`config.mk`:
```
export PLATFORM = sky130hd
export DESIGN_NAME = pattern_detect_fsm
export DESIGN_NICKNAME = d
export VERILOG_FILES = /design/src/rtl/pattern_detect_fsm.sv
export SDC_FILE = /design/constraint.sdc
export NUM_CORES = 1
export LEC_CHECK = 0
export CORE_UTILIZATION = 50
export DETAILED_ROUTE_END_ITERATION = 10
export HOLD_SLACK_MARGIN = 0.02
export PLACE_DENSITY = 0.76
export SLEW_MARGIN = 20
export SYNTH_ARGS = -nofsm -noshare
export SYNTH_HDL_FRONTEND = slang
export SYNTH_SLANG_ARGS = --single-unit
```
`constraint.sdc`:
```
create_clock -name clk -period 3.04 [get_ports clk]
set_clock_uncertainty 0.2 [all_clocks]
set_input_delay 0.608 -clock clk [delete_from_list [all_inputs] [get_ports clk]]
set_output_delay 0.608 -clock clk [all_outputs]
set_load 0.005 [all_outputs]
```
`src/rtl/pattern_detect_fsm.sv`:
```
// pattern_detect_fsm
//
// Serial pattern detector. One bit of `in` is shifted in on every rising edge
// with en=1, and the last W bits are compared against PATTERN (PATTERN[W-1] is
// the oldest bit). A fill counter is the FSM state: 0 = empty, 1..W-1 = partial,
// W = full. No match is reported until the window holds W freshly sampled bits.
// With OVERLAP=0 a match sends the FSM back to empty.
//
// Parameters:
//   W       - pattern length in bits (>= 2)
//   PATTERN - W-bit target sequence
//   OVERLAP - 1: a match's tail may start the next match; 0: restart after match
//   CW      - hit counter width (>= 1)
//
// Ports:
//   clk    - clock, all state updates on the rising edge
//   resetn - synchronous active-low reset, dominates en/in
//   en     - sample enable
//   in     - serial data bit
//   out    - registered match flag, high for the cycle after each match
//   hits   - saturating count of matches since reset

module pattern_detect_fsm #(
  parameter int unsigned    W       = 4,
  parameter logic [W-1:0]   PATTERN = 4'b1101,
  parameter bit             OVERLAP = 1'b1,
  parameter int unsigned    CW      = 8
) (
  input  logic          clk,
  input  logic          resetn,
  input  logic          en,
  input  logic          in,
  output logic          out,
  output logic [CW-1:0] hits
);

  localparam int unsigned FW = $clog2(W + 1);
  localparam logic [FW-1:0] FillFull = FW'(W);
  localparam logic [CW-1:0] HitsMax  = {CW{1'b1}};

  logic [W-1:0]  r_sr;
  logic [FW-1:0] r_fill;
  logic          r_out;
  logic [CW-1:0] r_hits;

  logic [W-1:0]  w_sr_n;
  logic [FW-1:0] w_fill_n;
  logic          w_match;

  always_comb begin
    w_sr_n   = {r_sr[W-2:0], in};
    w_fill_n = (r_fill == FillFull) ? r_fill : r_fill + 1'b1;
    // The fill check keeps a reset-valued or stale window from matching.
    w_match  = (w_fill_n == FillFull) && (w_sr_n == PATTERN);
  end

  always_ff @(posedge clk) begin
    if (!resetn) begin
      r_sr   <= '0;
      r_fill <= '0;
      r_out  <= 1'b0;
      r_hits <= '0;
    end else if (en) begin
      r_sr  <= w_sr_n;
      r_out <= w_match;
      if (w_match && !OVERLAP) begin
        r_fill <= '0;
      end else begin
        r_fill <= w_fill_n;
      end
      if (w_match && (r_hits != HitsMax)) begin
        r_hits <= r_hits + 1'b1;
      end
    end else begin
      // Disabled edges keep history and count; the flag is a one-cycle pulse.
      r_out <= 1'b0;
    end
  end

  assign out  = r_out;
  assign hits = r_hits;

endmodule

```
# Word-level counts from Yosys, hierarchy flattened
# Index checks and enable logic that the tools add are counted.
[word_totals] reg_bits=15 latchBits=0 ram_bits=0 mem_bits_ro=0 inputBits=4 out_inout_bits=9 elab_cells=15 mem_count=0
[classes] add_sub_neg=2 mul=0 div=0 order_cmp=0 n_eq_ne=4 shifts=0 mux=1 bitwise_logic=0 n_reduce_logical=4
[op_table] operator="$add 8x1->8 const B" count=1
[op_table] operator="$ne 8x8->1 const B" count=1
[op_table] operator="$eq 3x3->1 const B" count=2
[op_table] operator="$eq 4x4->1 const B" count=1
[op_table] operator="$reduce_and 2->1" count=2
[op_table] operator="$add 3x1->3 const B" count=1
[op_table] operator="$mux 3" count=1
[op_table] operator="$logic_and 1x1->1" count=2

# Depth between registers and ports, before layout
[depth] depth_word=6 ltp_mapped=7 ltp_nobuf=6

# Least setup slack after synthesis
# No wires, ideal clock.
[synth_path] kind="reg-to-reg" startpoint="register r_fill[0]" endpoint="register r_hits[3] (netlist: hits[3])" setup_ns=0.072 arrival_time_ns=1.841 required_time_ns=2.768 path_slack_ns=0.927 stages_incl_launch_ff=8 path_buffers=1 period_less_slack_ns=2.113 cell_sequence="dfxtp_1 inv_1 ha_1 nor4b_2 a211oi_1 buf_4 nor4_1 mux2i_1"
[synth_between] elab_chain_len=6 word_cells_on_any_way=7 cone_classes="1 x add/sub; 2 x eq/ne; 1 x mux; 3 x reduce/logical"
[synth_lines] item="start: declaration" line="42" rtl="logic [FW-1:0] r_fill;"
[synth_lines] item="start signal: assignment" line="69" rtl="r_fill <= w_fill_n;"
[synth_lines] item="$add 3x1->3 or $eq 3x3->1 (tied branches)" line="52" rtl="w_fill_n = (r_fill == FillFull) ? r_fill : r_fill + 1'b1;"
[synth_lines] item="$mux 3 *" line="52"
[synth_lines] item="$eq 3x3->1 *" line="54" rtl="w_match = (w_fill_n == FillFull) && (w_sr_n == PATTERN);"
[synth_lines] item="$logic_and 1x1->1 *" line="54"
[synth_lines] item="$logic_and 1x1->1 *" line="71" rtl="if (w_match && (r_hits != HitsMax)) begin"
[synth_lines] item="$reduce_and 2->1 (no line) *"
[synth_lines] item="end signal: assignment" line="72" rtl="r_hits <= r_hits + 1'b1;"
[synth_lines] item="end: declaration" line="44" rtl="logic [CW-1:0] r_hits;"
# Every way passes the cells marked *; elsewhere a longest branch is shown, timed or not.
# A chain may end at the register's enable or synchronous reset.

# Worst setup path in the final report
# Ends and elaborated chain as after synthesis.

==> qor.log <==
[status] result of the run complete, no violations
[critical_path] peak fanout along the critical path 15
[logic_synthesis] post-synthesis sequential area ratio 38.9%
[critical_path] Crit. End Element flip-flop
[logic_synthesis] leading post-synthesis cells by cell area dfxtp_1, mux2i_1, ha_1
[cells_and_area] number of diodes added for antenna fixing 0
[power_and_ir_drop] worst ir drop on vdd 351 uV
[die] Die Span Y 41.3 um
[drt] final wirelength 1.41 mm
[die] core region area 1370 um^2
[logic_synthesis] register bit total from synthesis 15
[timing] transition time at the pin with the least slew margin 455 ps
[clock_tree] Clk pin slew, worst setup/hold paths 80 ps
[cells_and_area] Non-Filler Cell Area, Final 926 um^2
[critical_path] critical path data required time 3060 ps
[clock_tree] CTS tree built
[die] overall die area 1710 um^2
[critical_path] Worst Setup Start Kind flip-flop
[logic_synthesis] number of flops mapped to enable cells by yosys 0
[critical_path] critical path's largest stage delay 460 ps
[drt] routed vias 662
[placement] half-perimeter wire length after detailed placement 1.06 mm
[placement] routability congestion estimate from global placement 0.752
[critical_path] Critical Path, Cell by Cell inv_1 > ha_1 > nor4b_2 > a211oi_1 > buf_4 > nor4_1 > mux2i_1
[drt] number of nets still failing antenna checks after routing 0
[logic_synthesis] cell area after synthesis 772 um^2
[power_and_ir_drop] cell internal pwr 267 uW
[placement] total cell area at the placement stage 900 um^2
[clock_tree] number of H-tree levels 1
[clock_tree] clock latency at the later pin of the worst-skew pair 280 ps
[power_and_ir_drop] share of total power in sequential cells 59.2%
[logic_synthesis] average instance area after synthesis 9.19 um^2
[logic_synthesis] dominant register cell in the synthesized netlist dfxtp_1
[cells_and_area] final core utilization 67.8%
[logic_synthesis] post-synthesis async set-or-reset flop share 0%
[clock_tree] clk root buf clkbuf_4
[timing] final hold viol count 0
[placement] input/output buffers 12
[die] horizontal die dimension 41.3 um
[cells_and_area] fill count 122
[drt] drt initial violations 18
[global_route] number of antenna violations at the first check in global routing 0
[critical_path] critical path data arrival time 2370 ps
[clock_tree] Post-CTS Repair Setup Buffers 0
[logic_synthesis] Syn Nets 91
[clock_tree] count of hold-fix buffers inserted at cts 0
[timing] maximum clock frequency 0.425 GHz
[power_and_ir_drop] switching power summed over all nets 80.2 uW
[power_and_ir_drop] Total Power 348 uW
[critical_path] type of the worst setup path flip-flop to flip-flop
[global_route] wire length of the first global-routing pass 2.20 mm
[logic_synthesis] number of warnings reported in the yosys synthesis log 0
[power_and_ir_drop] Comb pwr share 9.3%
[logic_synthesis] post-synth cell types 33
[die] starting density of the core 56.5%
[drt] Vias per Instance 5.86
[power_and_ir_drop] static leakage power 0.326 nW
[power_and_ir_drop] proportion of power drawn by the clock network 31.6%
[logic_synthesis] Yosys top cell area share 38.9%
[drt] total DRC errors in the routed layout 0
[timing] final period demand of the worst path 2350 ps
[power_and_ir_drop] fraction of power spent switching nets 23.1%
[drt] drt wl/cell 12.4 um
[global_route] number of global-route vias before repair 524
[timing] Slew headroom 69.4%
[cells_and_area] layout overhead on the synthesized area 19.9%
[timing] setup_tns 0 ps
[power_and_ir_drop] power density over the cells 375 nW/um^2
[die] number of core rows 13
[logic_synthesis] largest area contributor in the netlist dfxtp_1
[logic_synthesis] synthesized instance count 84
[die] ports placed on the boundary 13
[timing] setup repair after global routing missed its margin no
[timing] portion of the clock cycle consumed by the worst path in the final layout 77.3%
[drt] detailed-routing iteration count for the pre-antenna-repair pass 4
[global_route] largest net degree at the start of global routing 16
[timing] Final Max Tran Viols 0
[clock_tree] quantity of gates resized following cts 0
[min_path] type of the worst min-delay path flip-flop to flip-flop
[timing] Setup violations, final 0
[critical_path] slowest stage cell on the critical path nor4_1
[clock_tree] largest buffer count on any clock path 2
[clock_tree] clock buffers created by TritonCTS 3
[global_route] Congestion Overflow GR 0
[cells_and_area] share of final-layout standard cells stronger than drive strength 1 7.14%
[clock_tree] Sink Count 15
[cells_and_area] nets@finish 106
[flow_run] Maximum Capacitance Violations 0
[global_route] global-route total usage across every layer 20.1%
[Yosys cell counts (3+ instances only)]
master   number
mux2i_1       5
a21oi_1       6
nand2_1       4
nor2_1        7
dfxtp_1      15
ha_1          3
inv_1         5
o31ai_1       3
nand3_1       3
or4_1         3
[metal layers]
layer | routed length, um | share of wire (%) | GRT usage (%)
met5 | 0 | 0 | 0
met4 | 5 | 0.36 | 4.84
met3 | 70 | 5.0 | 7.98
met2 | 642 | 46 | 29.7
met1 | 687 | 49 | 27.3
[layout by cell type, fill, tap and decap left out, types with 3 or more instances in the layout]
cell / instances
nor2_1: 7
or4_1: 3
inv_1: 5
clkbuf_4: 3
nand3_1: 3
nand2_1: 4
clkdlybuf4s50_1: 12
a21oi_1: 6
ha_1: 3
dfxtp_1: 15
o31ai_1: 3
mux2i_1: 5
[metrics by stage]
| stage | hold WS (ps) | std cells | setup WS (ps) |
|---|---|---|---|
| after floorplan | 252 | 84 | 927 |
| after global placement | 268 | 109 | 504 |
| after detailed placement | 291 | 109 | 466 |
| after CTS | 312 | 113 | 686 |
| after global routing | 327 | 113 | 454 |
| final | 304 | 113 | 689 |
[critical path: cells and delay by family, from the launching register on]
kind            cells  cell delay [ps]
flops               1              440
mux                 1              230
fa+ha+maj           1              340
compound gates      1              100
buf+inv             2              250
simple gates        2              730
[power by group through the flow]
| stage | Sequential, mW | Combinational [mW] | Clock (mW) |
|---|---|---|---|
| after detailed placement | 0.210 | 0.0323 | 0 |
| after floorplan | 0.209 | 0.0251 | 0 |
| after global placement | 0.210 | 0.0315 | 0 |
| after global routing | 0.206 | 0.0369 | 0.119 |
| after CTS | 0.205 | 0.0323 | 0.116 |
| final | 0.206 | 0.0323 | 0.110 |
[cell type report]
| type | count | area, um^2 | share of cell area, % |
|---|---|---|---|
| multi-input cells | 61 | 434 | 46.9 |
| flip-flops and latches | 15 | 300 | 32.4 |
| repair buffers | 13 | 128 | 13.8 |
| clock buffers | 4 | 26.3 | 2.84 |
| inverters | 5 | 18.8 | 2.03 |
| well taps | 15 | 18.8 | 2.03 |
[path summary, 6_finish.rpt]
| path | start | endpoint | slack [ps] | depth (start not counted) |
|---|---|---|---|---|
| hold reg to reg | r_sr[2]$_SDFFE_PN0P_ | r_sr[2]$_SDFFE_PN0P_ | 300 | 2 |
| setup reg to reg | r_fill[0]$_SDFFE_PN0P_ | hits[3]$_SDFFE_PN0P_ | 690 | 7 |
| hold / removal | r_sr[2]$_SDFFE_PN0P_ | r_sr[2]$_SDFFE_PN0P_ | 300 | 2 |
| setup / recovery | r_fill[0]$_SDFFE_PN0P_ | hits[3]$_SDFFE_PN0P_ | 690 | 7 |
[flip-flops by register name, summed over array words and instances (netlist names)]
| signal | cells |
|---|---|
| out | 1 |
| r_fill | 3 |
| r_sr | 3 |
| hits | 8 |
[cell families (layout without fill, tap and decap cells)]
logic type	after synthesis	count (layout)	synth area share, %
multiplexers	5	5	6.48
AO/OA/AOI/OAI	17	17	14.9
flip-flops	15	15	38.9
XOR/XNOR	1	1	1.13
AND/OR/NAND/NOR	35	35	28.8
adder cells (fa/ha/maj)	3	3	4.86
buffers and inverters	8	22	4.86
(Power assumes the default switching activity.)
